--- src/rtl/pc_fetch_unit.sv ---
// pc_fetch_unit: program counter and instruction-fetch stage.
// Holds the PC, issues one instruction-memory request at a time, presents the
// fetched word with its PC and PC+4 to decode, and picks the next PC on accept.
// Ports:
//   clk, rst                       clock, async active-high reset
//   stall                          decode cannot accept the held instruction
//   branch_taken, branch_offset    taken branch, unshifted sign-extended word offset
//   jump, jump_target              J/JAL with raw instr[25:0]
//   jump_reg, jump_reg_addr        JR/JALR with register-sourced target
//   imem_req, imem_addr            fetch request and address (current PC)
//   imem_ready, imem_rdata         fetch response
//   instr_valid, instr, instr_pc, pc_plus4   fetched instruction to decode
//   pc_misalign                    sticky: a jump_reg target had nonzero [1:0]
module pc_fetch_unit #(
    parameter logic [31:0] RESET_PC = 32'h0000_0000
) (
    input  logic        clk,
    input  logic        rst,
    input  logic        stall,
    input  logic        branch_taken,
    input  logic [31:0] branch_offset,
    input  logic        jump,
    input  logic [25:0] jump_target,
    input  logic        jump_reg,
    input  logic [31:0] jump_reg_addr,
    output logic        imem_req,
    output logic [31:0] imem_addr,
    input  logic        imem_ready,
    input  logic [31:0] imem_rdata,
    output logic        instr_valid,
    output logic [31:0] instr,
    output logic [31:0] instr_pc,
    output logic [31:0] pc_plus4,
    output logic        pc_misalign
);

    localparam int unsigned XLEN = 32;
    localparam logic [XLEN-1:0] RESET_PC_W = {RESET_PC[XLEN-1:2], 2'b00};

    typedef enum logic [1:0] {
        IDLE  = 2'd0,
        FETCH = 2'd1,
        HOLD  = 2'd2
    } state_e;

    state_e            state_q, state_d;
    logic [XLEN-1:0]   pc_q, pc_d;
    logic [XLEN-1:0]   instr_q, instr_d;
    logic [XLEN-1:0]   instr_pc_q, instr_pc_d;
    logic [XLEN-1:0]   pc_plus4_q, pc_plus4_d;
    logic              instr_valid_q, instr_valid_d;
    logic              imem_req_q, imem_req_d;
    logic              pc_misalign_q, pc_misalign_d;
    logic [XLEN-1:0]   next_pc;

    // State register
    always_ff @(posedge clk or posedge rst) begin
        if (rst) begin
            state_q <= IDLE;
        end else begin
            state_q <= state_d;
        end
    end

    // Next-state logic
    always_comb begin
        state_d = state_q;
        case (state_q)
            IDLE:    state_d = FETCH;
            FETCH:   if (imem_ready) state_d = HOLD;
            HOLD:    if (!stall) state_d = FETCH;
            default: state_d = IDLE;
        endcase
    end

    // Redirect mux: jump_reg > jump > branch > sequential, all modulo 2^32
    always_comb begin
        next_pc = pc_plus4_q;
        if (jump_reg) begin
            next_pc = {jump_reg_addr[XLEN-1:2], 2'b00};
        end else if (jump) begin
            next_pc = {pc_plus4_q[XLEN-1:28], jump_target, 2'b00};
        end else if (branch_taken) begin
            next_pc = pc_plus4_q + (branch_offset << 2);
        end
    end

    // Output / datapath next values
    always_comb begin
        pc_d          = pc_q;
        instr_d       = instr_q;
        instr_pc_d    = instr_pc_q;
        pc_plus4_d    = pc_plus4_q;
        instr_valid_d = instr_valid_q;
        pc_misalign_d = pc_misalign_q;
        // Request is registered: it follows the state being entered
        imem_req_d    = (state_d == FETCH);
        case (state_q)
            FETCH: begin
                if (imem_ready) begin
                    instr_d       = imem_rdata;
                    instr_pc_d    = pc_q;
                    pc_plus4_d    = pc_q + XLEN'(4);
                    instr_valid_d = 1'b1;
                end
            end
            HOLD: begin
                // Redirect inputs only matter on the accept edge
                if (!stall) begin
                    instr_valid_d = 1'b0;
                    pc_d          = next_pc;
                    if (jump_reg && (jump_reg_addr[1:0] != 2'b00)) begin
                        pc_misalign_d = 1'b1;
                    end
                end
            end
            default: ;
        endcase
    end

    // Datapath registers
    always_ff @(posedge clk or posedge rst) begin
        if (rst) begin
            pc_q          <= RESET_PC_W;
            instr_q       <= '0;
            instr_pc_q    <= RESET_PC_W;
            pc_plus4_q    <= RESET_PC_W + XLEN'(4);
            instr_valid_q <= 1'b0;
            imem_req_q    <= 1'b0;
            pc_misalign_q <= 1'b0;
        end else begin
            pc_q          <= pc_d;
            instr_q       <= instr_d;
            instr_pc_q    <= instr_pc_d;
            pc_plus4_q    <= pc_plus4_d;
            instr_valid_q <= instr_valid_d;
            imem_req_q    <= imem_req_d;
            pc_misalign_q <= pc_misalign_d;
        end
    end

    assign imem_req    = imem_req_q;
    assign imem_addr   = pc_q;
    assign instr_valid = instr_valid_q;
    assign instr       = instr_q;
    assign instr_pc    = instr_pc_q;
    assign pc_plus4    = pc_plus4_q;
    assign pc_misalign = pc_misalign_q;

endmodule

--- config.mk ---
export PLATFORM = sky130hd
export DESIGN_NAME = pc_fetch_unit
export DESIGN_NICKNAME = d
export VERILOG_FILES = /design/src/rtl/pc_fetch_unit.sv
export SDC_FILE = /design/constraint.sdc
export NUM_CORES = 1
export LEC_CHECK = 0
export ABC_AREA = 1
export BUFFER_PORTS_ARGS = -buffer_cell sky130_fd_sc_hd__buf_2
export CORE_MARGIN = 2
export CORE_UTILIZATION = 56
export CTS_BUF_LIST = sky130_fd_sc_hd__clkbuf_16
export DETAILED_ROUTE_END_ITERATION = 8
export PLACE_DENSITY = 0.87
export SKIP_LAST_GASP = 1
export SLEW_MARGIN = 20
export SYNTH_ARGS = -nofsm -noshare
export SYNTH_HDL_FRONTEND = slang
export SYNTH_SLANG_ARGS = --single-unit
export TNS_END_PERCENT = 10
--- constraint.sdc ---
create_clock -name clk -period 7.5 [get_ports clk]
set_clock_uncertainty 0.1 [all_clocks]
set_input_delay 1.875 -clock clk [delete_from_list [all_inputs] [get_ports clk]]
set_output_delay 1.875 -clock clk [all_outputs]
set_load 0.02 [all_outputs]
## After elaboration in Yosys (flattened, before gate mapping)

Cells that the tools add are included.
W data, S select, Z words.

- Register bits after elaboration: 133
- Input bits: 129
- Output and inout bits: 131
- Logic and storage cells: 33

- Add/subtract/negate cells: 2
- Equal/unequal tests: 5
- Multiplexer cells: 9
- Bitwise gates (word level): 1
- Reduce and logical (&&, ||, !) cells: 8

Operators by type and width:

| operator | number |
|---|---|
| $mux W32 | 3 |
| $add A32 B3 Y32 const B | 1 |
| $add A32 B32 Y32 | 1 |
| $pmux W2 S3 | 1 |
| $reduce_and A3 Y1 | 2 |
| $eq A2 B1 Y1 const B | 2 |
| $mux W2 | 2 |
| $ne A2 B2 Y1 const B | 2 |
| $reduce_and A2 Y1 | 2 |
| $reduce_bool A2 Y1 | 2 |
| $eq A2 B2 Y1 const B | 1 |
| $logic_not A2 Y1 | 1 |
| $mux W1 | 2 |
| $pmux W1 S2 | 1 |
| $logic_and A1 B1 Y1 | 1 |
| $not A1 Y1 | 1 |

## Logic depth before layout (Yosys ltp)

Gate-level depths: netlist of run 1.

- Depth after elaboration: 4
- Depth in mapped cells: 16
- Mapped depth without buffers: 16

## Worst setup path after synthesis of run 1

Ideal clock, no wire load.

- Path kind: input -> register
- Start point: input branch_offset[0]
- End point: register pc_q[18] (netlist: imem_addr[18])
- Library setup time: 117 ps
- Arrival: 3,400 ps
- Required time: 7,283 ps
- Path slack: 3,884 ps
- Stages on the path: 14
- Path buffers: 0
- Cell sequence: ha_1 fa_1 nand2_1 o21ai_0 nand2_1 nand2_1 nand3_1 nand3_1 nand2_1 nand2_1 o21ai_0 nand2_1 nand2_1 nand2_1

- Cells in the longest elaborated chain, start to end: 4

Ends and longest elaborated chain:

| what | line | text |
|---|---|---|
| start: declaration | 21 | `input logic [31:0] branch_offset,` |
| $add A32 B32 Y32 | 84 | `next_pc = pc_plus4_q + (branch_offset << 2);` |
| $mux W32 | 83 | `end else if (branch_taken) begin` |
| $mux W32 | 81 | `end else if (jump) begin` |
| $mux W32 | 79 | `if (jump_reg) begin` |
| end signal: assignment | 132 | `pc_q <= pc_d;` |
| end: declaration | 47 | `logic [XLEN-1:0] pc_q, pc_d;` |

No other way between the ends.
A chain may end at the register's enable or synchronous reset.

## Final worst setup path of run 1

- Start point: input branch_offset[0]
- End point: register pc_q[24] (netlist: imem_addr[24])

Same word-level chain as after synthesis.

==> results of run 1 <==
[worst max-delay path by stage]
| stage | start | to | cells after the start |
|---|---|---|---|
| floorplan | rst | imem_addr[0]$_DFFE_PP0P_ | 1 |
| global placement | branch_offset[0] | imem_addr[24]$_DFFE_PP0P_ | 15 |
| detailed placement | branch_offset[0] | imem_addr[24]$_DFFE_PP0P_ | 15 |
| CTS | branch_offset[0] | imem_addr[24]$_DFFE_PP0P_ | 15 |
| global route | branch_offset[0] | imem_addr[24]$_DFFE_PP0P_ | 15 |
| finish | branch_offset[0] | imem_addr[24]$_DFFE_PP0P_ | 15 |
[tightest hold or removal path: cells and delay by family (launching register included)]
kind             cells  cell delay, ns
AND/OR/NAND/NOR      2            0.10
flip-flops           1            0.33
[layout make-up]
| cell class | instances | area (um2) | share of cell area [%] |
|---|---|---|---|
| Antenna cell | 2 | 5.00 | 0.0492 |
| Clock inverter | 15 | 154 | 1.51 |
| Timing Repair Buffer | 262 | 1320 | 13.0 |
| Inverter | 117 | 442 | 4.34 |
| Tap cell | 184 | 230 | 2.26 |
| Clock buffer | 17 | 425 | 4.18 |
| Multi-Input combinational cell | 905 | 4320 | 42.5 |
| Sequential cell | 131 | 3280 | 32.2 |
[flip-flops by register name, summed over array words and instances (netlist names)]
signal / flops
imem_addr: 32
instr: 32
instr_pc: 32
pc_plus4: 30
state_q: 2
imem_req: 1
instr_valid: 1
pc_misalign: 1
[metrics by stage]
stage               util, %  total power [W]  std cells  setup WS [ns]  hold slack, ns
floorplan                 -          0.00282       1198           2.03           0.363
global placement       66.5          0.00352       1599           3.35           0.350
detailed placement     66.5          0.00358       1599           3.30           0.354
CTS                    70.6          0.00441       1631           3.72           0.369
global route           70.6          0.00477       1633           3.47           0.388
finish                 70.6          0.00444       1633           3.65           0.368
[where the power goes]
part / switching [W] / internal (W)
logic: 0.00153 / 0.000729
clock network: 0.000322 / 0.000492
registers: 0.000325 / 0.00104
[per-layer routing]
metal	wire length, um	GRT usage [%]	share of wire (%)	up-vias
met5	0	0	0	-
met4	1170	14.6	4.5	0
met3	2750	7.23	11	83
met2	11700	51.4	45	521
met1	10400	45.2	40	4063
li1	-	-	-	4333
[layout by cell type, fill, tap and decap left out, types with 11 or more instances in the layout]
| cell type | instances |
|---|---|
| nand3_1 | 62 |
| buf_2 | 257 |
| xor2_1 | 11 |
| a21oi_1 | 71 |
| dfrtp_1 | 130 |
| ha_1 | 30 |
| o21ai_0 | 88 |
| nand2_1 | 436 |
| inv_1 | 113 |
| nor2_1 | 126 |
| clkbuf_16 | 17 |
[cell families after synthesis]
| family | count (synthesis) | share of synthesized area (%) |
|---|---|---|
| compound gates | 199 | 13.4 |
| flops | 131 | 39.9 |
| xor+xnor | 13 | 1.38 |
| buf+inv | 162 | 7.55 |
| fa+ha+maj | 31 | 4.81 |
| simple gates | 662 | 33.0 |
==> results.yml, run 1 <==
placed_design:
  hpwl_um: 19700
  gp_congestion: 1.00
  port-buffer-count: 257
  postPlaceCellArea_um2: 9600
setup_path:
  r2r_end: "imem_addr[24]$_DFFE_PP0P_"
  cp_common_cell: "nand2_1"
  reg2regPathDepth: 13
  path_cells: "buf_2 -> ha_1 -> fa_1 -> nand2_1 -> o21ai_0 -> nand2_1 -> nand2_1 -> nand3_1 -> nand3_1 -> nand2_1 -> nand2_1 -> o21ai_0 -> nand2_1 -> nand2_1 -> nand2_1"
  slowest_stage: "fa_1"
  cp_top_family: "simple AND/OR/NAND/NOR gates"
  r2r_setup_slack_ns: 4.68
  cp_num_buf_inv: 1
  crit_type: "in -> reg"
  worstPathRequired_ns: 7.71
  worst_ep_arrival_time_ns: 4.05
  crit_fanout: 4
  r2r_start: "pc_plus4[2]$_DFFE_PP1P_"
  cp-start-kind: "input port"
  cp_slowest_stage_delay_ns: 0.43
  endpoint_kind: "flip-flop"
hold_path:
  holdPathEnd: "instr_pc[19]$_DFFE_PP0P_"
  hp-start: "instr_pc[19]$_DFFE_PP0P_"
  hold_path_depth: 2
  hold_path_class: "reg -> reg"
sta:
  tightest_slew_ns: 1.07
  max-slew-margin-rel_pct: 28.8
  slew_viol_final: 0
  post-route-period-util_pct: 51.3
  rsz0062_at_grt: "false"
  setup_viol: 0
  clock.fmax_mhz: 260
  fin_crit_ns: 3.85
  hold_violations: 0
  fin_setup_tns_ns: 0
logic_synthesis:
  ys_top_cells_by_count: "436 x nand2_1, 130 x dfrtp_1, 126 x nor2_1"
  yosys_register_bits: 131
  synth.distinct_cells: 45
  synth.avg_cell_area_um2: 6.86
  synth_top_area_cell: "dfrtp_1"
  yosysMostFrequentCell: "nand2_1"
  synth_area_um2: 8220
  async_flop_share_pct: 100
  ys.flop_type: "dfrtp_1"
  synth-edff-count: 0
  netlist.area_leader.share_pct: 39.6
  ys_warn_count: 0
  synth_fp_nets: 1358
  synthCells: 1198
  ys_top_cells_by_area: "dfrtp_1 40%, nand2_1 20%, nor2_1 5.8%"
  seq_area_frac_synth_pct: 39.9
status:
  status: "finished, final reports clean"
cells_and_area:
  area_growth_pct: 23.8
  final_area_um2: 10200
  fillers: 1259
  layout-drive-gt1-share_pct: 21.9
  nNetsFinal: 1594
grt:
  grt_pass1_vias: 8206
  grt_pass1_wl_um: 41400
  grt_start_max_net_pins: 95
  antenna_found_initial: 2
  grt_overflow: 0
  grtUsageTotal_pct: 33.2
clocking:
  cts_tree: "yes"
  clock_latency_ns: 0.42
  cts_root_buffer: "clkbuf_16"
  path_clk_slew_ns: 0.06
  clockBufferDepth: 2
  cts_resized: 0
  htreeDepth: 4
  postCtsSetupRepairBufs: 0
  numCtsBuffers: 17
  postCtsHoldBufs: 0
  clock_sinks: 131
route:
  drt-initial-drc-count: 1069
  drt_first_pass_iters: 6
  antenna_left: 0
  post_drt_wl_per_cell_um: 15.9
  avgViaCountPerCell: 5.51
  drc: 0
  routed_wl_um: 26000
  vias: 9000
floorplan:
  dieArea_um2: 15700
  core_area_um2: 14400
  rows: 44
  io_pins: 260
  initial_core_util_pct: 57.0
  die_height_um: 125
  die_w_um: 125
pwr:
  cellLeakagePower_nw: 5.65
  power_density_nw_per_um2: 436
  peakVddDrop_mv: 0.235
run:
  drv_cap: 0
Note: power is estimated with default switching activity, not from simulation.
==> run 2, diff against run 1 <==
--- a/config.mk
+++ b/config.mk
@@ -5,13 +5,13 @@
 export SDC_FILE = /design/constraint.sdc
 export NUM_CORES = 1
 export LEC_CHECK = 0
-export ABC_AREA = 1
+export ABC_AREA = 0
 export BUFFER_PORTS_ARGS = -buffer_cell sky130_fd_sc_hd__buf_2
 export CORE_MARGIN = 2
-export CORE_UTILIZATION = 56
+export CORE_UTILIZATION = 51
 export CTS_BUF_LIST = sky130_fd_sc_hd__clkbuf_16
 export DETAILED_ROUTE_END_ITERATION = 8
-export PLACE_DENSITY = 0.87
+export PLACE_DENSITY = 0.81
 export SKIP_LAST_GASP = 1
 export SLEW_MARGIN = 20
 export SYNTH_ARGS = -nofsm -noshare
==> constraint.sdc (replaced) <==
create_clock -name clk -period 3.9 [get_ports clk]
set_clock_uncertainty 0.1 [all_clocks]
set_input_delay 0.975 -clock clk [delete_from_list [all_inputs] [get_ports clk]]
set_output_delay 0.975 -clock clk [all_outputs]
set_load 0.02 [all_outputs]
==> run 2 against run 1 <==
Effect of this change:
- clock power is 98% higher
- die area is 0.47% lower
- combinational power is 85% higher
- flip-flop and latch count stayed put
- via count is 24% lower
- critical endpoint is now imem_addr[30]$_DFFE_PP0P_
- largest power group unchanged
- largest cell class unchanged
- final cell count is 26% lower
- worst hold slack better by 0.0089 ns
- final area is 6.6% lower
==> results.yml, run 2 <==
route:
  routed_wl_um: 21800
  vias: 6808
  antenna_left: 0
  drt_first_pass_iters: 5
  post_drt_wl_per_cell_um: 18.0
  drt-initial-drc-count: 515
  drc: 0
  avgViaCountPerCell: 5.63
logic_synthesis:
  ys_top_cells_by_area: "dfrtp_1 44%, mux2_2 10%, ha_1 5.0%"
  seq_area_frac_synth_pct: 44.0
  synth.avg_cell_area_um2: 9.75
  synth_fp_nets: 924
  synth-edff-count: 0
  synthCells: 764
  netlist.area_leader.share_pct: 43.7
  ys_warn_count: 0
  synth.distinct_cells: 56
  yosys_register_bits: 131
  synth_top_area_cell: "dfrtp_1"
  yosysMostFrequentCell: "dfrtp_1"
  ys.flop_type: "dfrtp_1"
  async_flop_share_pct: 100
  synth_area_um2: 7450
  ys_top_cells_by_count: "130 x dfrtp_1, 86 x nand2_1, 66 x mux2_2"
setup_path:
  cp_slowest_stage_delay_ns: 0.43
  path_cells: "buf_2 -> ha_1 -> fa_1 -> a21o_1 -> o2bb2ai_2 -> o31ai_4 -> o31ai_1 -> a21o_1 -> a21o_1 -> a21o_1 -> a21oi_2 -> xor2_1 -> a221oi_2"
  worstPathRequired_ns: 4.09
  r2r_start: "pc_plus4[2]$_DFFE_PP1P_"
  r2r_end: "imem_addr[30]$_DFFE_PP0P_"
  r2r_setup_slack_ns: 0.75
  worst_ep_arrival_time_ns: 3.62
  crit_type: "in -> reg"
  cp_common_cell: "a21o_1"
  slowest_stage: "fa_1"
  cp-endpoint: "imem_addr[30]$_DFFE_PP0P_"
  crit_fanout: 3
  crit_start: "branch_offset[0]"
  reg2regPathDepth: 12
  endpoint_kind: "flip-flop"
  cp-start-kind: "input port"
sta:
  fin_crit_ns: 3.43
  max-slew-margin-rel_pct: 43.2
  setup_ws_ns: 0.474
  tightest_slew_ns: 0.852
  post-route-period-util_pct: 87.8
  setup_viol: 0
  slew_viol_final: 0
  clock.fmax_mhz: 292
  hold_violations: 0
  fin_setup_tns_ns: 0
  rsz0062_at_grt: "false"
cells_and_area:
  area_growth_pct: 27.6
  mostFrequentLayoutCell: "buf_2"
  nNetsFinal: 1169
  final_cell_mix: "257 x buf_2, 130 x dfrtp_1, 86 x nand2_1"
  layout-drive-gt1-share_pct: 36.9
pwr:
  power_w: 0.00847
  cellLeakagePower_nw: 4.59
  power_density_nw_per_um2: 891
  peakVddDrop_mv: 0.602
status:
  status: "finished, final reports clean"
clocking:
  cts_tree: "yes"
  cts_resized: 0
  postCtsHoldBufs: 0
  postCtsSetupRepairBufs: 0
  cts_root_buffer: "clkbuf_16"
  htreeDepth: 4
  numCtsBuffers: 17
  path_clk_slew_ns: 0.06
  clock_latency_ns: 0.42
  clock_sinks: 131
  clockBufferDepth: 2
placed_design:
  port-buffer-count: 257
  gp_congestion: 0.941
  hpwl_um: 16500
  pre_cts_ws_ns: 0.0651
hold_path:
  hold_path_class: "reg -> reg"
grt:
  grt_overflow: 0
  grt_pass1_vias: 6598
  grt_pass1_wl_um: 34700
  grt_start_max_net_pins: 98
  antenna_found_initial: 4
  grtUsageTotal_pct: 28.0
floorplan:
  initial_core_util_pct: 51.7
  die_w_um: 125
  die_height_um: 125
  rows: 44
  io_pins: 260
  core_area_um2: 14400
  dieArea_um2: 15600
run:
  drv_cap: 0
run 2: final cells by class:
type                            instances  area (um2)
Timing Repair Buffer                  266        1380
Multi-Input combinational cell        584        3980
Inverter                                9        37.5
Fill cell                            1180        4910
Clock buffer                           17         425
Antenna cell                            3        7.51
Clock inverter                         15         173
Tap cell                              184         230
Sequential cell                       131        3280
run 2: logic make-up after synthesis:
| kind of cell | Yosys count | share of synthesized area, % |
|---|---|---|
| compound gates | 196 | 15.8 |
| xor+xnor | 54 | 6.35 |
| fa+ha+maj | 31 | 5.31 |
| buf+inv | 49 | 2.59 |
| flops | 131 | 44.0 |
| mux | 86 | 12.7 |
| simple gates | 217 | 13.3 |
run 2: metrics by stage:
stage	hold WS [ns]	util, %	instance area, um2	std cells
floorplan	0.374	-	7460	764
global placement	0.355	61.7	8910	1174
detailed placement	0.365	61.7	8910	1174
CTS	0.380	65.9	9500	1206
global route	0.397	65.9	9510	1208
finish	0.377	65.9	9510	1209
run 2: worst min path at each step:
stage,start,end,slack [ns],cells past startpoint
2_1_floorplan,state_q[0]$_DFF_PP0_,state_q[1]$_DFF_PP0_,0.37,1
3_3_place_gp,instr_valid$_DFFE_PP0P_,instr_valid$_DFFE_PP0P_,0.36,2
3_5_place_dp,instr_valid$_DFFE_PP0P_,instr_valid$_DFFE_PP0P_,0.36,2
4_1_cts,instr_valid$_DFFE_PP0P_,instr_valid$_DFFE_PP0P_,0.38,2
5_1_grt,instr_pc[12]$_DFFE_PP0P_,instr_pc[12]$_DFFE_PP0P_,0.40,2
6_report,instr_valid$_DFFE_PP0P_,instr_valid$_DFFE_PP0P_,0.38,2
run 2: where the power goes:
| part | internal (W) | total [W] | switching (W) |
|---|---|---|---|
| registers | 0.00200 | 0.00267 | 0.000666 |
| clock network | 0.000959 | 0.00161 | 0.000655 |
| logic | 0.00169 | 0.00419 | 0.00249 |
| total | 0.00466 | 0.00847 | 0.00382 |
run 2: routing by layer:
metal / wire [um] / track usage (%)
met1: 9510 / 37.7
met2: 10200 / 45.3
met3: 1440 / 5.88
met4: 555 / 9.87
met5: 26 / 0
run 2: critical path: cells and delay by family:
kind / cells / cell delay [ns]
AO/OA/AOI/OAI: 9 / 1.63
adder cells (fa/ha/maj): 2 / 0.65
XOR/XNOR: 1 / 0.27
buffers and inverters: 1 / 0.10
